<file path="config.mk">
export PLATFORM = sky130hd
export DESIGN_NAME = matrix_elem_sender
export DESIGN_NICKNAME = d
export VERILOG_FILES = /design/src/rtl/matrix_elem_sender_pkg.sv /design/src/rtl/matrix_elem_sender_elem_to_ascii.sv /design/src/rtl/matrix_elem_sender.sv
export SDC_FILE = /design/constraint.sdc
export NUM_CORES = 1
export LEC_CHECK = 0
export ABC_AREA = 1
export CORE_AREA = 10 10 119 121
export CTS_BUF_LIST = sky130_fd_sc_hd__clkbuf_16
export CTS_CLUSTER_DIAMETER = 40
export CTS_CLUSTER_SIZE = 25
export DETAILED_ROUTE_END_ITERATION = 8
export DIE_AREA = 0 0 129 131
export PLACE_DENSITY = 0.85
export SETUP_SLACK_MARGIN = 0.4
export SYNTH_ARGS = -nofsm -noshare
export SYNTH_HDL_FRONTEND = slang
export SYNTH_SLANG_ARGS = --single-unit
</file>
<file path="constraint.sdc">
create_clock -name clk -period 5.5 [get_ports clk]
set_input_delay 1.1 -clock clk [delete_from_list [all_inputs] [get_ports clk]]
set_output_delay 1.1 -clock clk [all_outputs]
set_load 0.05 [all_outputs]
</file>
<file path="src/rtl/matrix_elem_sender_pkg.sv">
// Shared definitions for the matrix element sender: element type, ASCII
// constants used when formatting numbers, and the sender state encoding.
package matrix_elem_sender_pkg;

  localparam int ELEM_W    = 8;
  localparam int BUF_DEPTH = 8;

  typedef logic signed [ELEM_W-1:0] matrix_element_t;

  localparam logic [7:0] ASC_SPACE = 8'h20;
  localparam logic [7:0] ASC_CR    = 8'h0D;
  localparam logic [7:0] ASC_LF    = 8'h0A;
  localparam logic [7:0] ASC_MINUS = 8'h2D;
  localparam logic [7:0] ASC_LBRK  = 8'h5B;
  localparam logic [7:0] ASC_RBRK  = 8'h5D;
  localparam logic [7:0] ASC_ZERO  = 8'h30;

  typedef enum logic [2:0] {
    S_IDLE,
    S_LOAD,
    S_SEND,
    S_WAIT_ACK,
    S_WAIT_IDLE,
    S_NEXT,
    S_DONE
  } sender_state_t;

endpackage

</file>
<file path="src/rtl/matrix_elem_sender_elem_to_ascii.sv">
// Splits a signed element into sign flag and up to three ASCII decimal
// digits. The magnitude is taken one bit wider than the element so that
// the most negative value (e.g. -128) converts correctly.
module elem_to_ascii #(
  parameter int ELEM_W = 8
) (
  input  logic signed [ELEM_W-1:0] elem,
  output logic [7:0]               hund_ch,
  output logic [7:0]               tens_ch,
  output logic [7:0]               ones_ch,
  output logic [1:0]               num_digits,
  output logic                     is_neg
);
  import matrix_elem_sender_pkg::*;

  logic signed [ELEM_W:0] ext;
  logic [ELEM_W:0]        mag;
  logic [8:0]             mag9;
  logic [3:0]             hund_d;
  logic [3:0]             tens_d;
  logic [3:0]             ones_d;

  // Sign/magnitude split followed by constant-divisor digit extraction
  always_comb begin
    is_neg     = elem[ELEM_W-1];
    ext        = {elem[ELEM_W-1], elem};
    mag        = is_neg ? $unsigned(-ext) : $unsigned(ext);
    mag9       = 9'(mag);
    hund_d     = 4'(mag9 / 9'd100);
    tens_d     = 4'((mag9 / 9'd10) % 9'd10);
    ones_d     = 4'(mag9 % 9'd10);
    hund_ch    = ASC_ZERO + {4'h0, hund_d};
    tens_ch    = ASC_ZERO + {4'h0, tens_d};
    ones_ch    = ASC_ZERO + {4'h0, ones_d};
    num_digits = (mag9 >= 9'd100) ? 2'd3 : ((mag9 >= 9'd10) ? 2'd2 : 2'd1);
  end

endmodule

</file>
<file path="src/rtl/matrix_elem_sender.sv">
// Formats one signed matrix element (or a bare newline) as ASCII text and
// streams it byte-by-byte into a UART transmitter.
//
// UART handshake: tx_start is a one-cycle strobe issued only after tx_busy
// has been observed low; tx_data is valid in the strobe cycle and held until
// the next byte is loaded. After a strobe the sender waits up to two cycles
// for tx_busy to rise (a transmitter that never raises it is taken as having
// accepted the byte) and then for tx_busy to fall before the next strobe.
module matrix_elem_sender #(
  parameter int ELEM_W    = 8,
  parameter int BUF_DEPTH = 8
) (
  input  logic                     clk,
  input  logic                     rst_n,
  input  logic signed [ELEM_W-1:0] sender_data,
  input  logic                     sender_start,
  input  logic                     sender_is_last_col,
  input  logic                     sender_newline_only,
  input  logic                     sender_id,
  output logic                     sender_done,
  output logic                     busy,
  output logic [7:0]               tx_data,
  output logic                     tx_start,
  input  logic                     tx_busy
);
  import matrix_elem_sender_pkg::*;

  localparam int IDX_W = $clog2(BUF_DEPTH);
  localparam int LEN_W = $clog2(BUF_DEPTH + 1);
  localparam int BUF_W = BUF_DEPTH * 8;

  sender_state_t            state;
  logic signed [ELEM_W-1:0] data_q;
  logic                     last_q;
  logic                     nl_q;
  logic                     id_q;
  logic [BUF_W-1:0]         buf_q;
  logic [LEN_W-1:0]         len_q;
  logic [IDX_W-1:0]         idx;
  logic                     ack_cnt;

  logic [7:0]               hund_ch;
  logic [7:0]               tens_ch;
  logic [7:0]               ones_ch;
  logic [1:0]               num_digits;
  logic                     is_neg;

  logic [BUF_W-1:0]         pack_buf;
  logic [LEN_W-1:0]         pack_len;
  logic [IDX_W-1:0]         idx_nxt;

  elem_to_ascii #(
    .ELEM_W (ELEM_W)
  ) u_elem_to_ascii (
    .elem       (data_q),
    .hund_ch    (hund_ch),
    .tens_ch    (tens_ch),
    .ones_ch    (ones_ch),
    .num_digits (num_digits),
    .is_neg     (is_neg)
  );

  // Positions a character at slot pos of the packed buffer
  function automatic logic [BUF_W-1:0] place(input logic [7:0] ch,
                                             input logic [LEN_W-1:0] pos);
    return BUF_W'(ch) << {pos, 3'b000};
  endfunction

  // Pack the latched request into characters, first character in slot 0
  always_comb begin
    pack_buf = '0;
    pack_len = '0;
    if (nl_q) begin
      pack_buf = place(ASC_CR, LEN_W'(0)) | place(ASC_LF, LEN_W'(1));
      pack_len = LEN_W'(2);
    end else begin
      if (id_q) begin
        pack_buf = pack_buf | place(ASC_LBRK, pack_len);
        pack_len = pack_len + LEN_W'(1);
      end
      if (is_neg) begin
        pack_buf = pack_buf | place(ASC_MINUS, pack_len);
        pack_len = pack_len + LEN_W'(1);
      end
      if (num_digits == 2'd3) begin
        pack_buf = pack_buf | place(hund_ch, pack_len);
        pack_len = pack_len + LEN_W'(1);
      end
      if (num_digits >= 2'd2) begin
        pack_buf = pack_buf | place(tens_ch, pack_len);
        pack_len = pack_len + LEN_W'(1);
      end
      pack_buf = pack_buf | place(ones_ch, pack_len);
      pack_len = pack_len + LEN_W'(1);
      if (id_q) begin
        pack_buf = pack_buf | place(ASC_RBRK, pack_len);
        pack_len = pack_len + LEN_W'(1);
      end
      if (last_q) begin
        pack_buf = pack_buf | place(ASC_CR, pack_len);
        pack_len = pack_len + LEN_W'(1);
        pack_buf = pack_buf | place(ASC_LF, pack_len);
        pack_len = pack_len + LEN_W'(1);
      end else begin
        pack_buf = pack_buf | place(ASC_SPACE, pack_len);
        pack_len = pack_len + LEN_W'(1);
      end
    end
  end

  assign idx_nxt = idx + IDX_W'(1);

  // Sender FSM; every output is a register updated here
  always_ff @(posedge clk or negedge rst_n) begin
    if (!rst_n) begin
      state       <= S_IDLE;
      data_q      <= '0;
      last_q      <= 1'b0;
      nl_q        <= 1'b0;
      id_q        <= 1'b0;
      buf_q       <= '0;
      len_q       <= '0;
      idx         <= '0;
      ack_cnt     <= 1'b0;
      sender_done <= 1'b0;
      busy        <= 1'b0;
      tx_data     <= 8'h00;
      tx_start    <= 1'b0;
    end else begin
      case (state)
        S_IDLE: begin
          if (sender_start) begin
            data_q <= sender_data;
            last_q <= sender_is_last_col;
            nl_q   <= sender_newline_only;
            id_q   <= sender_id;
            busy   <= 1'b1;
            state  <= S_LOAD;
          end
        end
        S_LOAD: begin
          // The first strobe is issued straight out of LOAD when the UART is free
          buf_q    <= pack_buf;
          len_q    <= pack_len;
          idx      <= '0;
          tx_data  <= pack_buf[7:0];
          tx_start <= !tx_busy;
          state    <= S_SEND;
        end
        S_SEND: begin
          if (tx_start) begin
            tx_start <= 1'b0;
            ack_cnt  <= 1'b0;
            state    <= S_WAIT_ACK;
          end else if (!tx_busy) begin
            tx_start <= 1'b1;
          end
        end
        S_WAIT_ACK: begin
          if (tx_busy || ack_cnt) begin
            state <= S_WAIT_IDLE;
          end else begin
            ack_cnt <= 1'b1;
          end
        end
        S_WAIT_IDLE: begin
          if (!tx_busy) begin
            state <= S_NEXT;
          end
        end
        S_NEXT: begin
          if (LEN_W'(idx) == len_q - LEN_W'(1)) begin
            sender_done <= 1'b1;
            state       <= S_DONE;
          end else begin
            idx      <= idx_nxt;
            tx_data  <= buf_q[{idx_nxt, 3'b000} +: 8];
            tx_start <= !tx_busy;
            state    <= S_SEND;
          end
        end
        S_DONE: begin
          sender_done <= 1'b0;
          busy        <= 1'b0;
          idx         <= '0;
          state       <= S_IDLE;
        end
        default: begin
          state <= S_IDLE;
        end
      endcase
    end
  end

endmodule

</file>
==> PnR_summary.wiki <==
{| class="wikitable"
! Metric !! Value
|-
| Hold crit path type || flip-flop to flip-flop
|-
| Critical path arrival || 5.11 ns
|-
| Most repeated library cell on the critical path || ha_1
|-
| Fraction of final layout cells sized beyond drive strength 1 || between 10 and 15%
|-
| Unrepaired setup endpoints after global routing || yes
|-
| Worst min-delay path startpoint || buf_q[8]
|-
| Number of buffers on the longest clock path || 2
|-
| Peak Freq || 206 MHz
|-
| I/O Buffers || 24
|-
| Mean area per synthesized cell || a little over 7 µm²
|-
| Via count of the first global-routing pass || about 6300
|-
| Cells taking the most area after synthesis || dfrtp_1, nand2_1, ha_1
|-
| Warnings from Yosys || 0
|-
| Cell type with the highest aggregate area in the netlist || dfrtp_1
|-
| Clk Latency, worst-skew pair || about 0.35 ns
|-
| Depth of the worst hold-timing path || 1
|-
| Largest net degree at the start of global routing || 50
|-
| Detailed-route wire length || between 15 and 20 mm
|-
| Iter 0 DRT Violations || about 940
|-
| Flip-flop and latch count after synthesis || slightly below 90
|-
| Root cell of the clock tree || clkbuf_16
|-
| Crit start category || flip-flop
|-
| First-pass GRT wire length || around 33 mm
|-
| Combined area of all synthesized cells || between 0.006 and 0.007 mm²
|-
| Die height || ~130 µm
|-
| Cts bufs inserted || 9
|-
| Overall via count from detail_route || approximately 6700
|-
| Die Span X || ~130 µm
|-
| Final estimated routing congestion in global placement || 1.05
|-
| Remaining Overflow, GRT || 0
|-
| Clock tree from TritonCTS || yes
|-
| Sum of negative setup slack || 0 ns
|-
| Final Setup Violations || 0
|-
| Number of antenna violations at the first check in global routing || 0
|-
| R2r startpoint || data_q[0]
|-
| Required time worst endpoint || about 5.8 ns
|-
| Final routed DRC violation total || 0
|-
| Final ANT Viol Nets || 0
|-
| Area Overhead vs Synth || 11.5%
|-
| Length in cells of the worst reg-to-reg path || 29
|-
| Final Cycle Share || 88.4%
|-
| Area of the die || between 0.015 and 0.02 mm²
|-
| Post-synth net total || a little over 1000
|-
| Post-placement worst setup slack || 0.304 ns
|-
| Number of different library cells in the post-synthesis netlist || 57
|-
| Total number of H-tree levels || 3
|-
| Number of cell rows || 40
|-
| Fin nets || 1047
|-
| WS Path Type || flip-flop to flip-flop
|-
| Status || finished clean
|-
| Max cap viols || 0
|-
| Maximum cell stage delay along the critical path || roughly 0.45 ns
|-
| Transition time of the tightest slew-check pin || about 0.87 ns
|-
| Initial DRT Pass Iterations || 9
|-
| Effective utilization at floorplan || roughly three fifths
|-
| Via density || 5.84
|-
| Number of top-level pins || 26
|-
| Slowest library cell on the worst path || fa_1
|-
| Sequential area share after synthesis || 31.9%
|-
| HPWL after DPL || ~15 mm
|-
| Final Hold Viols || 0
|-
| Area share of the largest cell type after synthesis || 31.9%
|-
| Average routed wire per standard cell || roughly 17 µm
|-
| Number of cells produced by synthesis || roughly 970
|-
| Total GRT Usage || 24.2%
|-
| Antenna diodes || 0
|-
| Max-slew violation count || 0
|-
| Max-slew headroom at the worst pin || around 42%
|-
| Critical path origin || data_q[0]
|-
| Total number of clock tree sinks || ~90
|-
| Worst path setup slack after routing || between 0.6 and 0.7 ns
|-
| Clock-pin slew reported for the worst setup and hold paths after clock tree synthesis || 0.07 ns
|-
| Max Clock Skew || 0.00756 ns
|-
| Largest fanout of any net on the critical path || 9
|-
| Placeable core region || 0.0118 mm²
|-
| Critical path endpoint category || flip-flop
|-
| Final critical path time including I/O delays and setup || approximately 4.9 ns
|}
==> sequential cells by signal, indices dropped and copies added, names as in the netlist <==
register and count:
last_q 1, busy 1, nl_q 1, len_q 4, ack_cnt 1, sender_done 1
state 3, idx 3, id_q 1, buf_q 56, data_q 8, tx_data 7
tx_start 1
==> critical path, delay by kind of cell (launching register included) <==
family | cells | cell delay [ns]
adder cells (fa/ha/maj) | 7 | 2.13
AND/OR/NAND/NOR | 15 | 1.50
buffers and inverters | 5 | 0.54
flip-flops | 1 | 0.40
AO/OA/AOI/OAI | 2 | 0.18
==> timing repair <==
| item | 4_1_cts | 5_1_grt |
|---|---|---|
| pin swaps | 1 | 4 |
| setup endpoints to repair | 14 | 38 |
| setup buffers | 0 | 9 |
| resized for setup | 1 | 10 |
| cloned | 0 | 1 |
| hold buffers | 0 | 0 |
==> cells by family (layout without fill, tap and decap cells) <==
logic type               count (synthesis)  after routing  share of synthesized area, %
flip-flops                              88             88                          31.9
buffers and inverters                  162            188                          9.12
adder cells (fa/ha/maj)                 40             40                          7.36
other                                    1              1                        0.0544
multiplexers                             1              1                         0.163
AO/OA/AOI/OAI                          175            175                          15.2
AND/OR/NAND/NOR                        491            491                          33.7
XOR/XNOR                                11             12                          2.43
==> layout by cell type, fill, tap and decap left out, types with 9 or more instances in the layout <==
cell type / count
nor3_1: 12
a31oi_1: 12
o21ai_0: 67
dfrtp_1: 87
ha_1: 39
buf_4: 26
o21ai_1: 11
nor2_2: 9
inv_2: 17
nand3_1: 58
nand2_2: 22
inv_1: 99
clkdlybuf4s50_1: 23
clkbuf_16: 9
a21oi_1: 32
nor2_1: 94
nand2_4: 13
nand4_1: 28
nand2_1: 234
==> cell usage after synthesis, drive strengths merged <==
master and instances:
a2111oi 1, a211oi 2, a21o 3, a21oi 35
a22o 2, a22oi 7, a2bb2oi 1, a31oi 13
buf 10, clkbuf 30, clkinv 4, conb 1
dfrtp 88, fa 1, ha 39, inv 118
mux2 1, nand2 269, nand3 67, nand3b 2
nand4 29, nor2 106, nor3 14, nor4 1
o2111ai 1, o211ai 8, o21a 2, o21ai 82
o21bai 2, o221ai 7, o22ai 6, o2bb2ai 1
o31ai 2, or2 3, xnor2 4, xor2 7
==> metrics by stage <==
stage	utilization [%]	std cells	instance area, µm²	hold slack [ns]
after floorplan	-	969	6900	0.444
after global placement	61.7	1118	7290	0.457
after CTS	64.1	1133	7570	0.475
final	65.1	1143	7690	0.473
after detailed placement	61.7	1118	7290	0.461
after global routing	65.1	1143	7690	0.499
==> final cells by class <==
cell class	instances	area, µm²
Clock buffer	9	225
Clock inverter	6	61.3
Fill cell	1045	4120
Inverter	122	464
Multi-Input combinational cell	720	4100
Sequential cell	88	2200
Tap cell	147	184
Timing Repair Buffer	51	457
==> layer usage <==
layer / track usage [%] / vias to the layer above / part of all wire [%]
li1: - / 3218 / -
met1: 32.4 / 3088 / 44
met2: 38.1 / 318 / 45
met3: 4.03 / 54 / 7.7
met4: 10.5 / 0 / 3.4
met5: 0 / - / 0
==> path summary, 6_finish.rpt <==
| kind | to | slack [ns] |
|---|---|---|
| min in group asynchronous | data_q[2] | 0.76 |
| setup / recovery | buf_q[27] | 0.64 |
| setup reg to reg | buf_q[27] | 0.64 |
| max in group asynchronous | buf_q[26] | 3.76 |
| hold / removal | buf_q[8] | 0.47 |
| hold reg to reg | buf_q[8] | 0.47 |
Power is not shown: default switching activity piles up to over one toggle a cycle in this logic, so the estimate is an artifact.
